[src/rtl/p_fetch_ctrl_pkg.sv]
`default_nettype none
// ============================================================================
//  Module   : p_fetch_ctrl_pkg
//  Brief    : Shared pipeline types and constants for the fetch sequencer.
//  Revision : 1.0
// ============================================================================
package p_fetch_ctrl_pkg;

    localparam int XLEN = 32;
    localparam logic [XLEN-1:0] INST_NOP = 32'h0000_0013;

    typedef enum logic [1:0] {
        ST_BOOT = 2'd0,
        ST_REQ  = 2'd1,
        ST_WAIT = 2'd2,
        ST_KILL = 2'd3
    } fetch_state_t;

    function automatic logic [XLEN-1:0] word_align(input logic [XLEN-1:0] a);
        return a & ~XLEN'(3);
    endfunction

endpackage
`default_nettype wire

[src/rtl/p_fetch_ctrl_if.sv]
`default_nettype none
// ============================================================================
//  Module   : p_fetch_ctrl_if
//  Brief    : Instruction-memory request/response bus (one request in flight).
//  Revision : 1.0
// ============================================================================
interface p_fetch_ctrl_if;
    import p_fetch_ctrl_pkg::*;

    logic            req;
    logic [XLEN-1:0] addr;
    logic            gnt;
    logic            rvalid;
    logic [XLEN-1:0] rdata;

    modport master (
        output req, addr,
        input  gnt, rvalid, rdata
    );

    modport slave (
        input  req, addr,
        output gnt, rvalid, rdata
    );

endinterface
`default_nettype wire

[src/rtl/p_fetch_ctrl.sv]
`default_nettype none
// ============================================================================
//  Module   : p_fetch_ctrl
//  Brief    : Fetch sequencer - PC, imem handshake, redirects, stalls, IF/ID feed.
//  Revision : 1.0
// ============================================================================
module p_fetch_ctrl
    import p_fetch_ctrl_pkg::*;
#(
    parameter logic [XLEN-1:0] RESET_PC    = 32'h0000_0000,
    parameter int unsigned     BOOT_CYCLES = 2
) (
    input  logic              clk,
    input  logic              rst_n,
    input  logic              i_stall,
    input  logic              i_redirect,
    input  logic [XLEN-1:0]   i_redirect_pc,
    p_fetch_ctrl_if.master    imem,
    output logic              o_if_valid,
    output logic [XLEN-1:0]   o_inst,
    output logic [XLEN-1:0]   o_pc,
    output logic [XLEN-1:0]   o_pc_plus_4,
    output logic              o_ifid_en,
    output logic              o_ifid_flush
);

    localparam logic [3:0] BOOT_LAST = 4'(BOOT_CYCLES - 1);

    fetch_state_t    state_q;
    logic [3:0]      boot_cnt_q;
    logic [XLEN-1:0] pc_q;
    logic            if_valid_q;
    logic [XLEN-1:0] inst_q;
    logic [XLEN-1:0] pc_out_q;
    logic [XLEN-1:0] pc_plus4_q;

    logic slot_free;
    logic req;
    logic granted;
    logic flush;
    logic capture;
    logic consume;

    // A request may only go out if its response has somewhere to land.
    assign slot_free = ~if_valid_q | ~i_stall;
    assign req       = (state_q == ST_REQ) & slot_free;
    assign granted   = req & imem.gnt;
    assign flush     = i_redirect & (state_q != ST_BOOT);
    assign capture   = (state_q == ST_WAIT) & imem.rvalid & ~i_redirect;
    assign consume   = if_valid_q & ~i_stall;

    always_ff @(posedge clk or negedge rst_n) begin
        if (!rst_n) begin
            state_q    <= ST_BOOT;
            boot_cnt_q <= 4'd0;
            pc_q       <= RESET_PC;
            if_valid_q <= 1'b0;
            inst_q     <= INST_NOP;
            pc_out_q   <= '0;
            pc_plus4_q <= XLEN'(4);
        end else begin
            if (flush) begin
                if_valid_q <= 1'b0;
            end else if (capture) begin
                if_valid_q <= 1'b1;
                inst_q     <= imem.rdata;
                pc_out_q   <= pc_q;
                pc_plus4_q <= pc_q + XLEN'(4);
            end else if (consume) begin
                if_valid_q <= 1'b0;
            end

            if (flush) begin
                pc_q <= word_align(i_redirect_pc);
            end else if (capture) begin
                pc_q <= pc_q + XLEN'(4);
            end

            case (state_q)
                ST_BOOT: begin
                    if (boot_cnt_q == BOOT_LAST) begin
                        state_q <= ST_REQ;
                    end else begin
                        boot_cnt_q <= boot_cnt_q + 4'd1;
                    end
                end
                ST_REQ: begin
                    if (granted) begin
                        state_q <= i_redirect ? ST_KILL : ST_WAIT;
                    end
                end
                ST_WAIT: begin
                    if (imem.rvalid) begin
                        state_q <= ST_REQ;
                    end else if (i_redirect) begin
                        state_q <= ST_KILL;
                    end
                end
                // The stale response retires KILL even if another redirect lands with it.
                ST_KILL: begin
                    if (imem.rvalid) begin
                        state_q <= ST_REQ;
                    end
                end
                default: state_q <= ST_BOOT;
            endcase
        end
    end

    assign imem.req     = req;
    assign imem.addr    = pc_q;
    assign o_if_valid   = if_valid_q;
    assign o_inst       = inst_q;
    assign o_pc         = pc_out_q;
    assign o_pc_plus_4  = pc_plus4_q;
    assign o_ifid_en    = if_valid_q & ~i_stall;
    assign o_ifid_flush = flush;

    a_no_rvalid_in_req: assert property (
        @(posedge clk) disable iff (!rst_n) !((state_q == ST_REQ) && imem.rvalid)
    );

endmodule
`default_nettype wire

[src/flat_wrapper.sv]
// flat-port wrapper written by rule: the top's interface ports become plain ports
module p_fetch_ctrl_flat import p_fetch_ctrl_pkg::*;
#(
    parameter logic [XLEN-1:0] RESET_PC    = 32'h0000_0000,
    parameter int unsigned     BOOT_CYCLES = 2
)
  (clk, rst_n, i_stall, i_redirect, i_redirect_pc, o_if_valid, o_inst, o_pc, o_pc_plus_4, o_ifid_en, o_ifid_flush, imem_req, imem_addr, imem_gnt, imem_rvalid, imem_rdata);
  p_fetch_ctrl_if imem_i ();
  input  logic clk;
  input  logic rst_n;
  input  logic i_stall;
  input  logic i_redirect;
  input  logic [XLEN-1:0] i_redirect_pc;
  output logic o_if_valid;
  output logic [XLEN-1:0] o_inst;
  output logic [XLEN-1:0] o_pc;
  output logic [XLEN-1:0] o_pc_plus_4;
  output logic o_ifid_en;
  output logic o_ifid_flush;
  output wire logic [$bits(imem_i.req)-1:0] imem_req;
  output wire logic [$bits(imem_i.addr)-1:0] imem_addr;
  input wire logic [$bits(imem_i.gnt)-1:0] imem_gnt;
  input wire logic [$bits(imem_i.rvalid)-1:0] imem_rvalid;
  input wire logic [$bits(imem_i.rdata)-1:0] imem_rdata;
  assign imem_req = imem_i.req;
  assign imem_addr = imem_i.addr;
  assign imem_i.gnt = imem_gnt;
  assign imem_i.rvalid = imem_rvalid;
  assign imem_i.rdata = imem_rdata;
  p_fetch_ctrl #(.RESET_PC(RESET_PC), .BOOT_CYCLES(BOOT_CYCLES)) u_core (.clk(clk), .rst_n(rst_n), .i_stall(i_stall), .i_redirect(i_redirect), .i_redirect_pc(i_redirect_pc), .imem(imem_i), .o_if_valid(o_if_valid), .o_inst(o_inst), .o_pc(o_pc), .o_pc_plus_4(o_pc_plus_4), .o_ifid_en(o_ifid_en), .o_ifid_flush(o_ifid_flush));
endmodule
[config.mk]
export PLATFORM = sky130hd
export DESIGN_NAME = p_fetch_ctrl_flat
export DESIGN_NICKNAME = d
export VERILOG_FILES = /design/src/rtl/p_fetch_ctrl_pkg.sv /design/src/rtl/p_fetch_ctrl_if.sv /design/src/rtl/p_fetch_ctrl.sv /design/src/flat_wrapper.sv
export SDC_FILE = /design/constraint.sdc
export NUM_CORES = 1
export LEC_CHECK = 0
export CELL_PAD_IN_SITES_DETAIL_PLACEMENT = 1
export CELL_PAD_IN_SITES_GLOBAL_PLACEMENT = 2
export CORE_ASPECT_RATIO = 0.6
export CORE_MARGIN = 5
export CORE_UTILIZATION = 27
export CTS_BUF_LIST = sky130_fd_sc_hd__clkbuf_4
export CTS_CLUSTER_SIZE = 14
export DETAILED_ROUTE_END_ITERATION = 16
export HOLD_SLACK_MARGIN = 0.03
export PLACE_DENSITY = 0.81
export SKIP_CTS_REPAIR_TIMING = 1
export SYNTH_ARGS = -nofsm -noshare
export SYNTH_HDL_FRONTEND = slang
export SYNTH_SLANG_ARGS = --single-unit
[constraint.sdc]
create_clock -name clk -period 2.2 [get_ports clk]
set_input_delay 0.66 -clock clk [delete_from_list [all_inputs] [get_ports clk]]
set_output_delay 0.66 -clock clk [all_outputs]
set_load 0.005 [all_outputs]
After elaboration in Yosys (flattened, before gate mapping)

Index checks and enable logic that the tools add are counted.

Add/sub/neg operators: 2
$mul: 0
Divide/modulo/power cells: 0
$lt $le $gt $ge: 0
Equality and inequality tests: 8
Shift-type cells: 0
Mux-type cells: 12
Bitwise operators: 12
Reduce and logical (&&, ||, !) cells: 7

Operators by type and width:

| cell                                                | count |
|---|---|
| two-way mux 32 bit                                  | 2 |
| adder 32 x 3 -> 32 bit, second input constant       | 1 |
| two-way mux 2 bit                                   | 5 |
| one-hot mux 2 bit (4 select lines)                  | 1 |
| bitwise AND 1 bit                                   | 6 |
| inverter 1 bit                                      | 5 |
| adder 4 x 1 -> 4 bit, second input constant         | 1 |
| equality test 2 bit, second input constant          | 2 |
| equality test 4 x 1 -> 1 bit, second input constant | 1 |
| two-way mux 1 bit                                   | 4 |
| != test 2 x 1 -> 1 bit, second input constant       | 2 |
| AND reduction 2 bit                                 | 2 |
| AND reduction 4 bit                                 | 1 |
| nonzero test 2 bit                                  | 2 |
| != test 3 bit, second input constant                | 1 |
| nonzero test 3 bit                                  | 1 |
| equality test 2 x 1 -> 1 bit, second input constant | 1 |
| zero test 2 bit                                     | 1 |
| != test 2 bit, second input constant                | 1 |
| bitwise OR 1 bit                                    | 1 |

Register bits: 135
Bits in latches: 0
RAM bits: 0
Memory bits (read-only): 0
Output and inout port bits: 132
Logic and storage cells: 48
Memories: 0

Depth between registers and ports, before layout

Word-level depth: 6
Gate-level depth with buffers: 9
Depth with buffers taken out: 7

Least setup slack after synthesis

No wires, ideal clock.

Path type: register to output
Start: register u_core.state_q[0]
End: output o_ifid_flush
Arrival time: 1.235 ns
Required time: 1.540 ns
Setup slack: 0.305 ns
Cell stages (with the launch flop): 6
Buffers on the path: 1
Cell sequence: dfrtp_1 -> inv_1 -> ha_1 -> nand2b_1 -> inv_2 -> clkbuf_1

Word-level cells in the longest chain between the ends: 2

RTL lines:

| element                  | RTL line           | source |
|---|---|---|
| start: declaration       | p_fetch_ctrl.sv:29 | `fetch_state_t state_q;` |
| start signal: assignment | p_fetch_ctrl.sv:89 | `state_q <= i_redirect ? ST_KILL : ST_WAIT;` |
| nonzero test 2 bit       | p_fetch_ctrl.sv:48 | `assign flush = i_redirect & (state_q != ST_BOOT);` |
| bitwise AND 1 bit        | p_fetch_ctrl.sv:48 |  |
| end: declaration         | flat_wrapper.sv:19 | `output logic o_ifid_flush;` |

Every way passes these cells.

Worst setup path in the final report

Start: register u_core.state_q[1]
End: output o_ifid_flush

Same word-level chain as after synthesis.

==> impl_metrics.json <==
{
  "place.port_buffers": 193,
  "worst_slew_pin_slew_ps": 539,
  "worstSkewPairLatency_ps": 560,
  "final_hold_viol_count": 0,
  "rsz0062_at_grt": "yes",
  "yosysUniqueCellTypes": 43,
  "grt.overflow.total": 0,
  "report.final.slew_viol_count": 0,
  "end_kind": "primary output",
  "fin_util": 0.436,
  "async_flop_share": 1.00,
  "route.detailed.drc": 0,
  "fillers": 2394,
  "leakage_nw": 4.96,
  "first_pass_iters": 4,
  "synth-adder-area-share": 0.0152,
  "io_pins": 202,
  "reg2reg_setup_slack_ps": 210,
  "min_period_ps": 2270,
  "final_layout_size_suffix_gt1_frac": 0.183,
  "syn-instance-count": 624,
  "multiInputGateArea_mm2": 0.00236,
  "yosysSeqAreaShare": 0.563,
  "tritoncts": "done",
  "timing.rr.end": "u_core.imem.addr[26]$_DFFE_PN0P_",
  "dpl.cell_count": 1105,
  "timing.rr.start": "u_core.imem.addr[3]$_DFFE_PN0P_",
  "nets": 971,
  "crit_type": "flop to primary output",
  "finClkSkew_ps": 21.1,
  "die_height_um": 123,
  "reg2reg_depth": 7,
  "cp_max_fo": 4,
  "violations": "negative setup slack",
  "min_path_cells": 2,
  "drtIter0Drc": 243,
  "worst_hold_path_type": "flop to flop",
  "grt_max_degree": 42,
  "post_drt_wl_per_cell_um": 17.5,
  "min_to": "u_core.o_inst[4]$_DFFE_PN1P_",
  "core_mm2": 0.0210,
  "required_ps": 1540,
  "ys.flop_type": "dfrtp_1",
  "hold_start": "u_core.o_inst[4]$_DFFE_PN1P_",
  "die_w_um": 198,
  "worstSetupStartpointType": "flop",
  "numCtsBuffers": 17,
  "postSynthRegisterBits": 129,
  "cts_max_level": 4,
  "post-place-ws_ps": -284,
  "yosysWarnings": 0,
  "synth.most_common_cell": "nand2_1",
  "synth_top_family_by_area": "simple AND/OR/NAND/NOR gates",
  "grt_pass1_wl_um": 30700,
  "synth_top_cell_by_area": "dfrtp_1",
  "viasPerCell": 4.51,
  "start_util": 0.274,
  "maxCapViolCount": 0,
  "setup_slack_ps": -71.6,
  "fp.dieArea_mm2": 0.0244,
  "synthMuxAreaShare": 0.00348,
  "dp_hpwl_um": 14900,
  "slew_headroom": 0.638,
  "cts_sinks": 129,
  "ir_drop_v": 0.000462,
  "synth_top_area_frac": 0.544,
  "setup_viol": 2,
  "n_antenna_cell": 0,
  "synthTopCellsByCount": "nand2_1, dfrtp_1, o21ai_1, clkbuf_1, xor2_1",
  "grt_util_all_layers": 0.164,
  "grt_pass1_vias": 5319,
  "place.gp.congestion": 0.769,
  "area.growth.synth_to_final_pct": 59.1,
  "cts-root-buf": "clkbuf_4",
  "synth_compound_area_frac": 0.101,
  "totalWireLength_um": 20700,
  "finalNonFillerCells": 1185,
  "p_per_area_mw_per_mm2": 1260,
  "status": "finished, violations left",
  "synth-xor-area-share": 0.0472,
  "regArea_mm2": 0.00326,
  "fmax_mhz": 440,
  "synth-edff-count": 0,
  "grt_antenna_before_repair": 1,
  "period_share": 1.03,
  "dr_total_vias": 5350,
  "ant_nets": 0,
  "syn_avg_cell_area_um2": 9.21,
  "clk_path_buf_depth": 2,
  "synth-simple-area-share": 0.231,
  "netlist_area_mm2": 0.00575,
  "crit_arrival_ps": 1610,
  "rows": 41,
  "synthTopCellsByArea": "dfrtp_1, nand2_1, xor2_1, o21ai_1, a22oi_1",
  "clkTransAtPathRegs_ps": 120
}
==> cells in the final DEF (no fill, tap or decap), drive strengths merged <==
| cell type | instances |
|---|---|
| buf | 94 |
| a221o | 7 |
| ha | 7 |
| and3 | 6 |
| nand3 | 16 |
| clkinv | 7 |
| dfstp | 4 |
| and2 | 1 |
| nor3 | 9 |
| nor4 | 4 |
| a21o | 2 |
| o311ai | 5 |
| clkbuf | 24 |
| a21oi | 7 |
| xor2 | 23 |
| nand4 | 11 |
| bufinv | 1 |
| conb | 6 |
| o21ai | 55 |
| inv | 8 |
| o211ai | 3 |
| dlymetal6s2s | 67 |
| mux2i | 2 |
| nor2b | 2 |
| nand2b | 1 |
| a22oi | 15 |
| a211oi | 1 |
| dlygate4sd3 | 1 |
| clkdlybuf4s50 | 123 |
| nor3b | 1 |
| xnor2 | 8 |
| dfrtp | 125 |
| nand2 | 246 |
| nor2 | 13 |
| clkinvlp | 1 |
==> kinds of logic (layout without fill, tap and decap cells) <==
logic type                 after synthesis  count (layout)
buffers and inverters                   49             326
xor gates and xnor gates                31              31
other                                    1               6
adders and majority gates                7               7
muxes                                    2               2
DFF                                    129             129
and+or+nand+nor                        310             310
AOI/OAI and AO/OA                       95              95
==> worst max-delay path, stage by stage, from the launching register on <==
cell	delay, ps
dfrtp_1	410
inv_2	70
buf_6	120
ha_4	160
nand2b_4	150
inv_2	50
clkbuf_2	100
==> flip-flops by register name, indices dropped and copies added (netlist names) <==
name / count
u_core.o_pc_plus_4: 30
u_core.boot_cnt_q: 4
u_core.state_q: 2
u_core.o_if_valid: 1
u_core.o_inst: 32
u_core.imem.addr: 30
u_core.o_pc: 30
==> metrics by stage <==
stage / cell area (um^2) / power, W / hold slack [ps] / TNS (ps)
after detailed placement: 8300 / 0.00960 / 452 / -7580
after global placement: 8300 / 0.00950 / 447 / -6500
after floorplan: 5770 / 0.00614 / 364 / 0
after CTS: 8530 / 0.0112 / -52.2 / -5840
after global routing: 9150 / 0.0124 / 487 / -324
final: 9150 / 0.0115 / 465 / -72.4
==> layer usage <==
layer / vias up / GRT usage / routed length [um]
li1: 2597 / - / -
met1: 2603 / 0.242 / 10100
met2: 137 / 0.222 / 8730
met3: 11 / 0.0692 / 1730
met4: 2 / 0.0361 / 111
met5: - / 0 / 13
==> worst max path at each step <==
stage	cells past startpoint	to	slack [ps]	from
6_report	6	o_ifid_flush	-70	u_core.state_q[1]$_DFFE_PN0P_
5_1_grt	6	o_ifid_flush	-200	u_core.state_q[1]$_DFFE_PN0P_
4_1_cts	5	o_ifid_flush	-600	u_core.state_q[0]$_DFFE_PN0P_
3_5_place_dp	4	o_ifid_flush	-280	i_redirect
3_3_place_gp	4	o_ifid_flush	-300	i_redirect
2_1_floorplan	5	o_ifid_flush	310	u_core.state_q[0]$_DFFE_PN0P_
==> final cells by class <==
type | count | share of cell area
Clock buffer | 22 | 0.0181
Clock inverter | 9 | 0.00739
Inverter | 8 | 0.00328
Multi-Input combinational cell | 451 | 0.259
Sequential cell | 129 | 0.356
Tap cell | 279 | 0.0382
Timing Repair Buffer | 287 | 0.319
==> power breakdown <==
group	leakage, nW	switching (W)	internal (W)
logic	3.22	0.00249	0.00332
clock network	0.133	0.000883	0.000596
registers	1.61	0.000733	0.00352
Note: power is estimated with default switching activity, not from simulation.
